<file path="config.mk">
export PLATFORM = sky130hd
export DESIGN_NAME = row_result_collector
export DESIGN_NICKNAME = d
export VERILOG_FILES = /design/src/rtl/row_result_collector.sv
export SDC_FILE = /design/constraint.sdc
export NUM_CORES = 1
export LEC_CHECK = 0
export CORE_ASPECT_RATIO = 2
export CORE_MARGIN = 8
export CORE_UTILIZATION = 35
export CTS_CLUSTER_SIZE = 10
export DETAILED_ROUTE_END_ITERATION = 7
export SYNTH_ARGS = -nofsm -noshare
export SYNTH_HDL_FRONTEND = slang
export SYNTH_SLANG_ARGS = --single-unit
</file>
<file path="constraint.sdc">
create_clock -name clk -period 4.6 [get_ports clk]
set_input_delay 0.92 -clock clk [delete_from_list [all_inputs] [get_ports clk]]
set_output_delay 0.92 -clock clk [all_outputs]
set_load 0.05 [all_outputs]
</file>
<file path="src/rtl/row_result_collector.sv">
// -----------------------------------------------------------------------------
// row_result_collector
//
// Purpose:
//   Sits behind a 3-MAC row element. On each rising edge of the row-done level
//   the three 2*DW accumulators are captured and summed (S1). On the following
//   clock the sum is shifted, optionally ReLU-clamped and saturated to OW bits
//   (S2), then pushed with a tile-last tag into a small FIFO. The FIFO head is
//   presented on a valid/ready stream.
//
// Parameters:
//   DW         input element width (accumulators are 2*DW signed)
//   OW         output result width, signed
//   SHIFT      arithmetic right shift applied to the row sum
//   RELU_EN    1 = negative results become 0 before saturation
//   FIFO_DEPTH result FIFO entries (power of 2, >= 2)
//   ROWS       rows per tile; out_last marks row index ROWS-1
//
// Ports:
//   clk          in   rising-edge clock
//   rst          in   asynchronous reset, active-low
//   acc0_in      in   signed accumulator, MAC 0
//   acc1_in      in   signed accumulator, MAC 1
//   acc2_in      in   signed accumulator, MAC 2
//   row_done_in  in   row done level from the row element
//   out_data     out  signed row result at the FIFO head
//   out_valid    out  out_data/out_last valid
//   out_ready    in   consumer accepts when out_valid & out_ready
//   out_last     out  result is the last row of its tile
//   overflow     out  sticky flag: a result was dropped because the FIFO was full
//   clear_ovf    in   synchronous clear of overflow (a same-cycle drop wins)
//   busy         out  S1 occupied or FIFO non-empty
// -----------------------------------------------------------------------------
module row_result_collector #(
   parameter int DW         = 16,
   parameter int OW         = 16,
   parameter int SHIFT      = 0,
   parameter int RELU_EN    = 1,
   parameter int FIFO_DEPTH = 4,
   parameter int ROWS       = 3
) (
   input  logic                 clk,
   input  logic                 rst,
   input  logic signed [2*DW-1:0] acc0_in,
   input  logic signed [2*DW-1:0] acc1_in,
   input  logic signed [2*DW-1:0] acc2_in,
   input  logic                 row_done_in,
   output logic signed [OW-1:0] out_data,
   output logic                 out_valid,
   input  logic                 out_ready,
   output logic                 out_last,
   output logic                 overflow,
   input  logic                 clear_ovf,
   output logic                 busy
);

   // Sum of three 2*DW values needs two extra bits to be overflow-free.
   localparam int SW = 2*DW + 2;
   localparam int AW = (FIFO_DEPTH > 1) ? $clog2(FIFO_DEPTH) : 1;
   localparam int CW = AW + 1;
   localparam int RW = (ROWS > 1) ? $clog2(ROWS) : 1;

   localparam logic signed [SW-1:0] SAT_MAX = {{(SW-OW+1){1'b0}}, {(OW-1){1'b1}}};
   localparam logic signed [SW-1:0] SAT_MIN = {{(SW-OW+1){1'b1}}, {(OW-1){1'b0}}};
   localparam logic [CW-1:0]        FULL_CNT = CW'(FIFO_DEPTH);
   localparam logic [RW-1:0]        LAST_ROW = RW'(ROWS - 1);

   // ---------------------------------------------------------------------------
   // Result shaping helpers
   // ---------------------------------------------------------------------------
   function automatic logic signed [SW-1:0] relu_fn(input logic signed [SW-1:0] v);
      if ((RELU_EN != 0) && v[SW-1]) begin
         return '0;
      end
      return v;
   endfunction

   function automatic logic signed [OW-1:0] sat_fn(input logic signed [SW-1:0] v);
      if (v > SAT_MAX) begin
         return {1'b0, {(OW-1){1'b1}}};
      end else if (v < SAT_MIN) begin
         return {1'b1, {(OW-1){1'b0}}};
      end
      return v[OW-1:0];
   endfunction

   // ---------------------------------------------------------------------------
   // State
   // ---------------------------------------------------------------------------
   logic                 done_prev_q;
   logic                 s1_vld_q,  s1_vld_d;
   logic signed [SW-1:0] sum_q;
   logic [RW-1:0]        row_cnt_q, row_cnt_d;
   logic [OW:0]          mem_q [FIFO_DEPTH];   // {last, data}
   logic [AW-1:0]        wr_ptr_q,  wr_ptr_d;
   logic [AW-1:0]        rd_ptr_q,  rd_ptr_d;
   logic [CW-1:0]        count_q,   count_d;
   logic                 ovf_q,     ovf_d;

   logic                 capture;
   logic signed [SW-1:0] sum_d;
   logic signed [SW-1:0] shifted;
   logic signed [OW-1:0] result;
   logic                 result_last;
   logic                 fifo_full;
   logic                 pop;
   logic                 push;
   logic                 drop;

   // ---------------------------------------------------------------------------
   // S1: capture on the rising edge of the done level and sum
   // ---------------------------------------------------------------------------
   assign capture = row_done_in & ~done_prev_q;
   assign sum_d   = {{2{acc0_in[2*DW-1]}}, acc0_in}
                  + {{2{acc1_in[2*DW-1]}}, acc1_in}
                  + {{2{acc2_in[2*DW-1]}}, acc2_in};

   always_ff @(posedge clk) begin
      if (capture) begin
         sum_q <= sum_d;
      end
   end

   // ---------------------------------------------------------------------------
   // S2: shift, ReLU, saturate, tag and push
   // ---------------------------------------------------------------------------
   assign shifted     = sum_q >>> SHIFT;
   assign result      = sat_fn(relu_fn(shifted));
   assign result_last = (row_cnt_q == LAST_ROW);

   assign fifo_full = (count_q == FULL_CNT);
   assign out_valid = (count_q != '0);
   assign pop       = out_valid & out_ready;
   // A full FIFO still takes the push when the head leaves in the same cycle.
   assign push      = s1_vld_q & (~fifo_full | pop);
   assign drop      = s1_vld_q & fifo_full & ~pop;

   always_comb begin
      s1_vld_d  = capture;
      row_cnt_d = row_cnt_q;
      wr_ptr_d  = wr_ptr_q;
      rd_ptr_d  = rd_ptr_q;
      count_d   = count_q;
      ovf_d     = ovf_q;

      // Row counter advances even for dropped results so tiles stay framed.
      if (s1_vld_q) begin
         row_cnt_d = result_last ? '0 : row_cnt_q + 1'b1;
      end

      if (push) begin
         wr_ptr_d = wr_ptr_q + 1'b1;
      end
      if (pop) begin
         rd_ptr_d = rd_ptr_q + 1'b1;
      end

      case ({push, pop})
         2'b10:   count_d = count_q + 1'b1;
         2'b01:   count_d = count_q - 1'b1;
         default: count_d = count_q;
      endcase

      // A drop in the same cycle as a clear leaves the flag set.
      if (drop) begin
         ovf_d = 1'b1;
      end else if (clear_ovf) begin
         ovf_d = 1'b0;
      end
   end

   always_ff @(posedge clk or negedge rst) begin
      if (!rst) begin
         done_prev_q <= 1'b0;
         s1_vld_q    <= 1'b0;
         row_cnt_q   <= '0;
         wr_ptr_q    <= '0;
         rd_ptr_q    <= '0;
         count_q     <= '0;
         ovf_q       <= 1'b0;
      end else begin
         done_prev_q <= row_done_in;
         s1_vld_q    <= s1_vld_d;
         row_cnt_q   <= row_cnt_d;
         wr_ptr_q    <= wr_ptr_d;
         rd_ptr_q    <= rd_ptr_d;
         count_q     <= count_d;
         ovf_q       <= ovf_d;
      end
   end

   // Storage is cleared on reset so the head reads zero out of reset.
   always_ff @(posedge clk or negedge rst) begin
      if (!rst) begin
         for (int i = 0; i < FIFO_DEPTH; i++) begin
            mem_q[i] <= '0;
         end
      end else if (push) begin
         mem_q[wr_ptr_q] <= {result_last, result};
      end
   end

   // ---------------------------------------------------------------------------
   // Output stream
   // ---------------------------------------------------------------------------
   assign out_data = mem_q[rd_ptr_q][OW-1:0];
   assign out_last = mem_q[rd_ptr_q][OW];
   assign overflow = ovf_q;
   assign busy     = s1_vld_q | out_valid;

endmodule
</file>
==> summary.txt <==
Worst Setup End Kind - flip-flop
WL final - 16540 um
Reg2Reg Depth - 4
Pwr dens - 576.2 nW/um^2
Root buffer selected by CTS - clkbuf_16
DP Area - 8453 um^2
CTS Buf Count - 17
Slew HR - 21.75%
Tcrit/Tclk final - 85.23%
Maximum clock frequency - 255.1 MHz
Internal - 3.180 mW
Least-Margin Pin Slew - 1171 ps
CP startpoint kind - primary input
Post-route ant nets - 0
Layout area overhead - 28.46%
Largest net degree at the start of global routing - 81
Number of synthesized flops with an enable pin - 34
Most frequent cells in the layout - 119 x clkdlybuf4s50_1, 96 x nand2_1, 80 x dfrtp_1
Combinational Power Share - 44.2%
Crit Path Max Fanout - 5
Postcts setup bufs - 0
P_sw - 2.022 mW
Core Box Area - 19820 um^2
Slowest cell on crit path - fa_1
Layout cell share with drive strength beyond 1 - 9.067%
Final setup TNS - 0 ps
Top cells by area, synth - dfrtp_1 28%, edfxtp_1 15%, fa_1 9.7%
CP peak stage delay - 500 ps
Tmin final - 3921 ps
Die width - 116.2 um
Drt first-iter violations - 150
# nets final - 920
Floorplan die height - 216.4 um
Clock power share - 23.9%
Final setup vio count - 0
Post-synthesis sequential area ratio - 43.00%
Clk sinks - 114
Post-Syn Nets - 805
R2r setup slk - 2030 ps
Final hold violation count - 0
Yosys warns - 0
R2r startpoint - shifted[30]
Max Cap Viol - 0
Syn Area/Cell - 11.10 um^2
Yosys reg bits - 114
Unique masters post-synth - 56
Mapped Cells - 633
Worst slack, placed - 289.6 ps
WHS Path Cells - 2
CTS tree - built
Placer Congestion - 0.8525
# diodes - 0
M2 GR Usage - 26.76%
Crit Path Class - in2reg
Ports - 121
RSZ-0062 raised after global routing - no
Pleak - 3.674 nW
Worst-case clock buffer depth - 2
Crit path max-delay family - compound AO/OA/AOI/OAI gates
# rows - 73
Mapped Area - 7029 um^2
Final Skew - 14.79 ps
Vias in the first global route - 5847
Worst Path Buf+Inv - 1
Multi-input logic area - 3817 um^2
Cts hold-fix bufs - 0
Drt pass-1 iters - 4
GR Overflow Total - 0
Hold/Removal Path Class - reg2reg
Synth top area share - 28.48%
Commonest non-fill, non-tap cell in the layout - clkdlybuf4s50_1
Input/output buffers - 120
Hold Path Sink - mem_q[12]
M3 GR Usage - 2.786%
Setup ws final - 679.4 ps
Met1 GRT Util - 13.64%
Mean routed wirelength per cell - 16.17 um
GRT Total Usage - 14.01%
Global-route wire length before repair - 27800 um
GRT busiest layer - met2
Vias per cell - 5.058
Sw Share - 38.87%
Antenna violations before repair - 0
Placed Cells - 991
Vias post-DR - 5174
Cell mode on critical path - fa_1
Post-route cell area - 9030 um^2
Non-filler cells, final - 1023
Worst EP arrival - 4060 ps
Worst skew pair latency - 410 ps
Crit-path cells - clkdlybuf4s50_1, fa_1, ha_1, fa_1, a21oi_1, o21ai_1, o2111ai_1, nand3_2, o31a_1, a41oi_2, xnor2_1
Status - complete, no violations
Worst reg2reg endpoint - mem_q[53]
Seq pwr share - 31.9%
Hold wc startpoint - mem_q[12]
Peak VDD IR - 0.4175 mV
Reg area - 3023 um^2
Die footprint - 25150 um^2
Worst EP required - 4740 ps
Initial Utilization - 35.46%
Final number of max-transition violations - 0
Clk pin slew, worst setup/hold paths - 50 ps
Dominant synthesized flop cell - dfrtp_1
DP HPWL - 13120 um
DR DRC count - 0
Cells resized by post-CTS repair - 0
Dominant cell type by area after synthesis - dfrtp_1
H-tree depth - 4
Fraction of registers with async set/reset - 70.18%
Filler instances - 1886
## metal layers
metal  wire length [um]  vias to the layer above
met2               9511                      124
li1                   -                     2509
met5                  0                        -
met3                627                       26
met1               5934                     2515
met4                463                        0
## worst register-to-register path, stage by stage (launching register included)
cell	delay [ps]
edfxtp_1	350
or4_1	500
or4_1	950
o21bai_1	450
o21ai_0	140
## how the worst max path moves through the flow
stage | cells past startpoint | from | end
after floorplan | 10 | acc0_in[1] | shifted[27]
after global placement | 11 | acc0_in[1] | shifted[27]
after detailed placement | 11 | acc0_in[1] | shifted[27]
after CTS | 11 | acc0_in[1] | shifted[27]
after global routing | 11 | acc0_in[1] | shifted[31]
final | 11 | acc0_in[1] | shifted[27]
## cell usage after synthesis (3+ instances only)
| library cell | n |
|---|---|
| a21oi_1 | 30 |
| nand2_1 | 96 |
| o21bai_4 | 10 |
| o21ai_0 | 44 |
| dfrtp_1 | 80 |
| a21o_1 | 5 |
| nand4_1 | 5 |
| ha_1 | 37 |
| nor4_1 | 4 |
| edfxtp_1 | 34 |
| buf_2 | 3 |
| a31oi_1 | 5 |
| a41oi_1 | 3 |
| buf_1 | 6 |
| xnor2_1 | 17 |
| nor3_1 | 5 |
| mux4_2 | 17 |
| nand3_1 | 6 |
| nor2b_1 | 9 |
| clkbuf_1 | 15 |
| o21a_1 | 7 |
| xor2_1 | 18 |
| o21ai_1 | 43 |
| and2_1 | 5 |
| a211oi_1 | 6 |
| inv_1 | 19 |
| nor2_1 | 20 |
| fa_1 | 34 |
| o21bai_1 | 9 |
| nand2b_1 | 6 |
## power groups by stage
| stage | combinational [mW] | sequential, mW | clock [mW] |
|---|---|---|---|
| after detailed placement | 2.33 | 1.68 | 0 |
| after global placement | 2.28 | 1.65 | 0 |
| final | 2.30 | 1.66 | 1.24 |
| after global routing | 2.52 | 1.70 | 1.31 |
| after floorplan | 1.68 | 1.58 | 0 |
| after CTS | 2.34 | 1.66 | 1.27 |
## area by class of cell
cell class | count | area share, %
clock buffers | 19 | 5.016
clock inverters | 13 | 1.372
inverters | 19 | 0.7898
multi-input cells | 474 | 42.28
flip-flops and latches | 114 | 33.48
well taps | 262 | 3.630
repair buffers | 122 | 13.44
## kinds of logic (layout without fill, tap and decap cells)
| family | after synthesis | in the layout | synth area share, % |
|---|---|---|---|
| and+or+nand+nor | 171 | 171 | 11.18 |
| buffers and inverters | 45 | 173 | 2.723 |
| AOI/OAI and AO/OA | 178 | 178 | 16.71 |
| xor gates and xnor gates | 35 | 35 | 4.361 |
| DFF | 114 | 114 | 43.00 |
| adders and majority gates | 71 | 71 | 16.27 |
| muxes | 19 | 19 | 5.749 |
## state kept, by name, summed over array words and instances (netlist names)
signal and cells:
done_prev_q 1, mem_q 68, shifted 34, wr_ptr_q 2, overflow 1, s1_vld_q 1, count_q 3, rd_ptr_q 2
row_cnt_q 2
## through the flow
step	hold slack (ps)	power, mW	util (%)
after CTS	480.8	5.276	45.56
after global placement	456.6	3.928	42.65
after global routing	502.5	5.533	45.56
final	477.4	5.203	45.56
after detailed placement	468.1	4.016	42.65
after floorplan	444.6	3.266	-
No activity file was read; power rests on OpenSTA's default activity.
